<file path="src/rtl/fetch_queue.sv">
// Instruction fetch queue: issues sequential fetches into a DEPTH-entry circular buffer with redirect/flush.
// Optional misaligned-PC exception path enabled by FETCH_QUEUE_MISALIGN_CHECK_EN.
module fetch_queue #(
  parameter int          DEPTH    = 4,
  parameter logic [31:0] RESET_PC = 32'h0000_0000
) (
  input  logic        clk,
  input  logic        reset,
  output logic        mem_read_enable,
  output logic [31:0] mem_read_address,
  input  logic [31:0] mem_read_data,
  input  logic        redirect_valid,
  input  logic [31:0] redirect_address,
  output logic        out_valid,
  input  logic        out_ready,
  output logic [31:0] out_inst,
  output logic [31:0] out_pc,
  output logic        out_exception_valid,
  output logic [3:0]  out_exception_code
);
  localparam int PW = $clog2(DEPTH);

  typedef struct packed {
    logic [31:0] pc;
    logic [31:0] inst;
    logic        exc;
    logic [3:0]  code;
  } entry_t;

  typedef enum logic {RUN, HALT} state_t;

  entry_t        mem_q [DEPTH];
  logic [PW-1:0] wr_ptr, rd_ptr;
  logic [PW:0]   count;
  logic          inflight, inflight_exc;
  logic [31:0]   inflight_pc;
  logic [31:0]   fetch_pc;
  state_t        state;

  logic   room, issue, misalign, enq, deq, has_head;
  entry_t enq_entry, head;

`ifdef FETCH_QUEUE_MISALIGN_CHECK_EN
  assign misalign         = (fetch_pc[1:0] != 2'b00);
  assign mem_read_address = fetch_pc;
`else
  assign misalign         = 1'b0;
  assign mem_read_address = {fetch_pc[31:2], 2'b00};
`endif

  assign room = ({1'b0, count} + (PW+2)'(inflight)) < (PW+2)'(DEPTH);
  // A pending exception entry blocks further issue so only one is produced.
  assign issue = reset && (state == RUN) && !redirect_valid && room &&
                 !(inflight && inflight_exc);
  assign mem_read_enable = issue && !misalign;

  assign enq = reset && !redirect_valid && inflight;
  assign enq_entry = inflight_exc ? '{pc: inflight_pc, inst: 32'h0, exc: 1'b1, code: 4'd0}
                                  : '{pc: inflight_pc, inst: mem_read_data, exc: 1'b0, code: 4'd0};

  assign head      = mem_q[rd_ptr];
  assign has_head  = reset && (count != '0);
  assign out_valid = has_head && !redirect_valid;
  assign deq       = out_valid && out_ready;

  assign out_pc              = has_head ? head.pc   : 32'h0;
  assign out_inst            = has_head ? head.inst : 32'h0;
  assign out_exception_valid = has_head ? head.exc  : 1'b0;
  assign out_exception_code  = has_head ? head.code : 4'd0;

  always_ff @(posedge clk) begin
    if (enq) mem_q[wr_ptr] <= enq_entry;
  end

  always_ff @(posedge clk or negedge reset) begin
    if (!reset) begin
      wr_ptr       <= '0;
      rd_ptr       <= '0;
      count        <= '0;
      inflight     <= 1'b0;
      inflight_exc <= 1'b0;
      inflight_pc  <= 32'h0;
      fetch_pc     <= RESET_PC;
      state        <= RUN;
    end else if (redirect_valid) begin
      wr_ptr       <= '0;
      rd_ptr       <= '0;
      count        <= '0;
      inflight     <= 1'b0;
      inflight_exc <= 1'b0;
      fetch_pc     <= redirect_address;
      state        <= RUN;
    end else begin
      inflight     <= issue;
      inflight_exc <= issue && misalign;
      inflight_pc  <= mem_read_address;
      if (issue && !misalign) fetch_pc <= fetch_pc + 32'd4;
      if (enq) wr_ptr <= wr_ptr + PW'(1);
      if (deq) rd_ptr <= rd_ptr + PW'(1);
      count <= count + (PW+1)'(enq) - (PW+1)'(deq);
      if (enq && inflight_exc) state <= HALT;
    end
  end
endmodule

</file>
<file path="config.mk">
export PLATFORM = sky130hd
export DESIGN_NAME = fetch_queue
export DESIGN_NICKNAME = d
export VERILOG_FILES = /design/src/rtl/fetch_queue.sv
export SDC_FILE = /design/constraint.sdc
export NUM_CORES = 1
export LEC_CHECK = 0
export BUFFER_PORTS_ARGS = -buffer_cell sky130_fd_sc_hd__buf_2
export CAP_MARGIN = 15
export CORE_MARGIN = 1.5
export CORE_UTILIZATION = 57
export CTS_CLUSTER_DIAMETER = 80
export DETAILED_ROUTE_END_ITERATION = 6
export PLACE_DENSITY = 0.79
export SLEW_MARGIN = 20
export SYNTH_ARGS = -nofsm -noshare
export SYNTH_HDL_FRONTEND = slang
export SYNTH_SLANG_ARGS = --single-unit
</file>
<file path="constraint.sdc">
create_clock -name clk -period 3.6 [get_ports clk]
set_clock_uncertainty 0.1 [all_clocks]
set_input_delay 0.72 -clock clk [delete_from_list [all_inputs] [get_ports clk]]
set_output_delay 0.72 -clock clk [all_outputs]
set_load 0.005 [all_outputs]
</file>
# Word level (Yosys, flattened, before mapping)
# Memories as Yosys holds them, arrays and structs flattened.
# Index checks and enable logic that the tools add are counted.
[word_totals]
reg_bits = 71
mem_bits_rw = 248
mem_count = 1
word_cells = 44
[mem_list]
columns = ["memory", "words", "word_bits", "read_ports", "rd_ports_with_merged_regs", "wr", "line", "text"]
rows = [
  ["mem_q", 4, 62, 1, 0, 1, "32", "entry_t mem_q [DEPTH];"],
]
[classes]
n_lt_le_gt_ge = 1
reduce_logical = 13
n_addsub = 6
mux = 15
bitwise = 1
[op_table]
columns = ["cell", "n"]
rows = [
  ["32-bit 2-to-1 mux", 4],
  ["32-bit by 3-bit adder with 32-bit output (second input constant)", 1],
  ["1-bit logical AND", 8],
  ["2-bit 2-to-1 mux", 4],
  ["2-bit nonzero test", 3],
  ["1-bit 2-to-1 mux", 5],
  ["2-bit by 1-bit adder with 2-bit output (second input constant)", 2],
  ["3-bit by 1-bit adder with 4-bit output", 1],
  ["4-bit by 3-bit < comparator with 1-bit output (second input constant)", 1],
  ["4-bit 2-to-1 mux", 1],
  ["3-bit by 1-bit adder with 3-bit output", 1],
  ["3-bit 2-to-1 mux", 1],
  ["3-bit nonzero test", 1],
  ["3-bit by 1-bit subtractor with 3-bit output", 1],
  ["1-bit logical NOT", 1],
  ["1-bit inverter", 1],
]

# Logic depth before layout (Yosys ltp)
[depth]
ltp_word = 6
mapped_depth = 10
depth_no_buf = 10

# Least setup slack after synthesis
# No wires, ideal clock.
[synth_timing]
path_kind = "input -> register"
from = "input reset"
to = "memory mem_q[0][0] (netlist name) (enable)"
setup_time_ns = 0.427
setup_slack_ns = 0.332
n_path_buf = 1
path_stages = 3
arrival_time_ns = 2.741
t_required_ns = 3.073
cell_sequence = "nor2b_1 > clkbuf_1 > and3_1"
[synth_between]
elab_chain_cells = 4
[synth_rtl]
columns = ["element", "line", "text"]
rows = [
  ["start, declared", "8", "input logic reset,"],
  ["1-bit logical AND (2 in series)", "57", "assign enq = reset && !redirect_valid && inflight;"],
  ["1-bit 2-to-1 mux", "72", "if (enq) mem_q[wr_ptr] <= enq_entry;"],
  ["1-bit 2-to-1 mux (not written as such)", "72", ""],
  ["end, declared", "32", ""],
]
# Every way passes these cells.

# Final worst setup path
[layout_timing]
from = "register count[1]"
to = "output mem_read_enable"
[layout_between]
elab_chain_cells = 3
[layout_rtl]
columns = ["element", "line", "text"]
rows = [
  ["start, declared", "34", "logic [PW:0] count;"],
  ["start signal, assigned", "100", "count <= count + (PW+1)'(enq) - (PW+1)'(deq);"],
  ["3-bit by 1-bit adder with 4-bit output", "51", "assign room = ({1'b0, count} + (PW+2)'(inflight)) < (PW+2)'(DEPTH);"],
  ["4-bit by 3-bit < comparator with 1-bit output", "51", ""],
  ["1-bit logical AND", "53", "assign issue = reset && (state == RUN) && !redirect_valid && room &&"],
  ["end, declared", "9", "output logic mem_read_enable,"],
]
# Every way passes these cells.

==> summary.txt <==
Setup path
  • Slowest CP cell: dfrtp_1
  • CP Launch Type: flop
  • Family with the most delay on the worst path: compound AO/OA/AOI/OAI gates
  • CP cell instances: ha_1, o211ai_1, a32o_1, nand2_1, inv_2, buf_2
  • Worst path bufs/invs: 2
  • CP endpoint kind: output pin
  • Critical Path RT: 2.78 ns
  • RR Startpoint: count[1]$_DFF_PN0_
  • Crit. path cell count: 6
  • Arr. time, crit path: 2.51 ns
  • Setup crit start: count[1]$_DFF_PN0_
  • R2r endpoint: fetch_pc[16]$_DFFE_PN0P_
  • Setup slack, reg-to-reg: 1.15 ns
  • Cells on worst reg2reg path: 7
  • Critical setup path kind: flop to output pin
  • Slowest stage delay, CP: 0.47 ns
  • Crit-path max FO: 8

Pwr
  • Sw power: 0.001706 W
  • Power per Cell Area: 529.3 mW/mm2
  • Power share of the sequential group: 0.525
  • Int Pwr: 0.006334 W
  • Leakage: 5.604 nW
  • Worst vdd ir: 312.5 uV
  • Sw Ratio: 0.2122
  • Total Power: 0.008040 W
  • Clock Power Share: 0.413
  • Comb pwr share: 0.062

Global routing
  • Initial antenna violation count: 0
  • First-pass GRT wire length: 39.61 mm
  • Tot GR Track Use: 0.2183
  • Grt ovf: 0
  • M2 GR Usage: 0.3578
  • GR Util met1: 0.3083
  • Global route hottest layer: met2
  • M3 GR Usage: 0.03346
  • Pin count of the biggest net entering global routing: 60
  • Vias in the first global route: 7186

Synth
  • #FFs+latches synth: 316
  • Mapped Area: 0.01290 mm2
  • Unique masters post-synth: 58
  • Syn_area_per_cell: 17.18 um2
  • Ranking of synthesized cells by area: edfxtp_1 58%, dfrtp_1 13%, mux4_2 11%
  • Most frequent cells after synthesis: 248 x edfxtp_1, 68 x dfrtp_1, 68 x nor2b_1
  • Most used DFF post-synth: edfxtp_1
  • Ys async rst share: 0.2152
  • Cell taking the most area after synthesis: edfxtp_1
  • Synth warn: 0
  • Post-synth EDFFs: 248
  • Register area share after synthesis: 0.7093
  • Yosys top cell area share: 0.5774
  • Most common cell in the netlist: edfxtp_1
  • Cells after Synth: 751

Timing
  • Max_slew headroom: 0.5375
  • Unrepaired setup endpoints after global routing: false
  • Final WS setup: 0.2665 ns
  • Fmax: 0.3000 GHz
  • Final setup violation count: 0
  • Slew of the pin with the lowest slew margin: 0.6937 ns
  • Final Max Tran Viols: 0
  • Tcrit/Tclk final: 0.9260
  • Min Tclk post-route: 3.333 ns
  • Hold Vio Cnt, Final: 0
  • Setup TNS: 0 ns

Floorplanning
  • # rows: 54
  • Die Y: 153.4 um
  • # IOs: 171
  • Starting density of the core: 0.5856
  • Core area: 0.02203 mm2
  • DIE AREA: 0.02354 mm2
  • Die width: 153.4 um

Clock tree
  • CTS sink count: 316
  • Cts bufs inserted: 31
  • H-Tree Depth: 1
  • Post_cts resized: 0
  • Worst-skew pair later-pin latency: 0.55 ns
  • Clock transition at path regs: 0.06 ns
  • Max Root-Sink Buffers: 3
  • CTS tree: yes
  • Post-CTS Setup Inserts: 0
  • Hold-fix buffers, CTS: 1
  • CTS Root Cell: clkbuf_16

Cells and area
  • Final net count: 1002
  • ANT cells: 0
  • Fillers: 1469
  • Post-layout util: 0.6896
  • Synth-to-layout area growth: 17.75%
  • Layout cells sized above 1: 0.3383

Run
  • Max cap viols: 0

Routing
  • DRT Pass-1 Iters: 5
  • Routed Antenna Nets: 0
  • Final WL: 25.08 mm
  • Drt via density: 5.815
  • Via count: 7147
  • Initial DRC count: 451
  • Drt drc: 0
  • WL/cell: 20.41 um

Place
  • Gpl congestion: 0.8392
  • Hpwl dp: 16.10 mm
  • IO Port Bufs: 159
  • Dpl ws: 0.7209 ns

Worst hold path
  • Hold worst-path end: fetch_pc[16]$_DFFE_PN0P_
  • WHS Path Cells: 2
  • Worst Hold Class: primary input to flop
  • Hold_sp: redirect_address[16]

Status
  • Outcome: finished, final reports clean
sequential cells by signal (all words and copies together) (netlist names):
register / flops
mem_q: 248
fetch_pc: 30
inflight_pc: 30
count: 3
rd_ptr: 2
wr_ptr: 2
inflight: 1
logic make-up (layout without fill, tap and decap cells):
group                      after synthesis  after routing  share of synthesized area
xor gates and xnor gates                21             21                    0.01426
AOI/OAI and AO/OA                       45             45                    0.02415
muxes                                   87             87                     0.1293
adders and majority gates                9              9                   0.009313
and+or+nand+nor                        214            214                    0.09312
DFF                                    316            316                     0.7093
buffers and inverters                   58            248                    0.02027
other                                    1              9                  0.0002907
how the worst max path moves through the flow:
stage / endpoint / slack [ns]
final: mem_read_enable / 0.27
after floorplan: mem_q[0][0]$_DFFE_PP_ / 0.33
after CTS: out_pc[2] / 0.23
after detailed placement: fetch_pc[16]$_DFFE_PN0P_ / 0.72
after global routing: mem_read_enable / 0.13
after global placement: fetch_pc[16]$_DFFE_PN0P_ / 0.76
area by class of cell:
cell class	count	area, um2	area share
well taps	280	350.3	0.02307
clock inverters	17	219.0	0.01442
multi-input cells	385	3552	0.2339
inverters	14	52.55	0.003460
flip-flops and latches	316	9154	0.6027
clock buffers	40	849.6	0.05594
repair buffers	177	1011	0.06656
stage by stage:
stage                     instance area [um2]  cells  hold WS, ns
final                                   15190   1229       0.2728
after CTS                               15190   1229       0.2489
after floorplan                         12930    759       0.3244
after detailed placement                14110   1171       0.4003
after global routing                    15190   1229       0.2609
after global placement                  14110   1171       0.3899
power groups by stage:
stage	Clock [W]	Sequential, W	Combinational, W
floorplan	0	0.00425	0.000287
global placement	0	0.00428	0.000486
detailed placement	0	0.00429	0.000499
CTS	0.00340	0.00422	0.000503
global route	0.00353	0.00424	0.000549
finish	0.00332	0.00422	0.000496
layer usage:
metal | up-vias | share of wire
li1 | 3218 | -
met1 | 3615 | 0.43
met2 | 274 | 0.49
met3 | 40 | 0.065
met4 | 0 | 0.021
met5 | - | 0
placed cells by master, fill, tap and decap left out, types with 3 or more instances in the layout:
cell | synthesis | routed
edfxtp_1 | 248 | 248
buf_2 | 8 | 158
nor2b_1 | 68 | 68
dfrtp_1 | 68 | 66
mux4_2 | 62 | 62
nand2_1 | 57 | 57
clkbuf_16 | 0 | 31
mux2_2 | 17 | 17
inv_1 | 13 | 13
o21ai_1 | 13 | 13
nor2_1 | 12 | 12
nand4_1 | 12 | 12
buf_4 | 9 | 12
xnor2_1 | 11 | 11
nand2b_1 | 11 | 11
nand3_1 | 11 | 11
xor2_1 | 10 | 10
conb_1 | 1 | 9
mux2i_1 | 8 | 8
ha_1 | 8 | 8
clkinv_2 | 0 | 8
nor4_1 | 7 | 7
nor3_1 | 7 | 7
buf_12 | 0 | 6
or3_1 | 5 | 5
and3_1 | 9 | 5
o21ai_0 | 5 | 5
bufinv_16 | 0 | 5
clkbuf_1 | 25 | 5
and3_4 | 0 | 4
clkbuf_8 | 0 | 4
o211ai_1 | 3 | 3
a211oi_1 | 3 | 3
a21o_1 | 3 | 3
o221ai_1 | 3 | 3
Note: power is estimated with default switching activity, not from simulation.
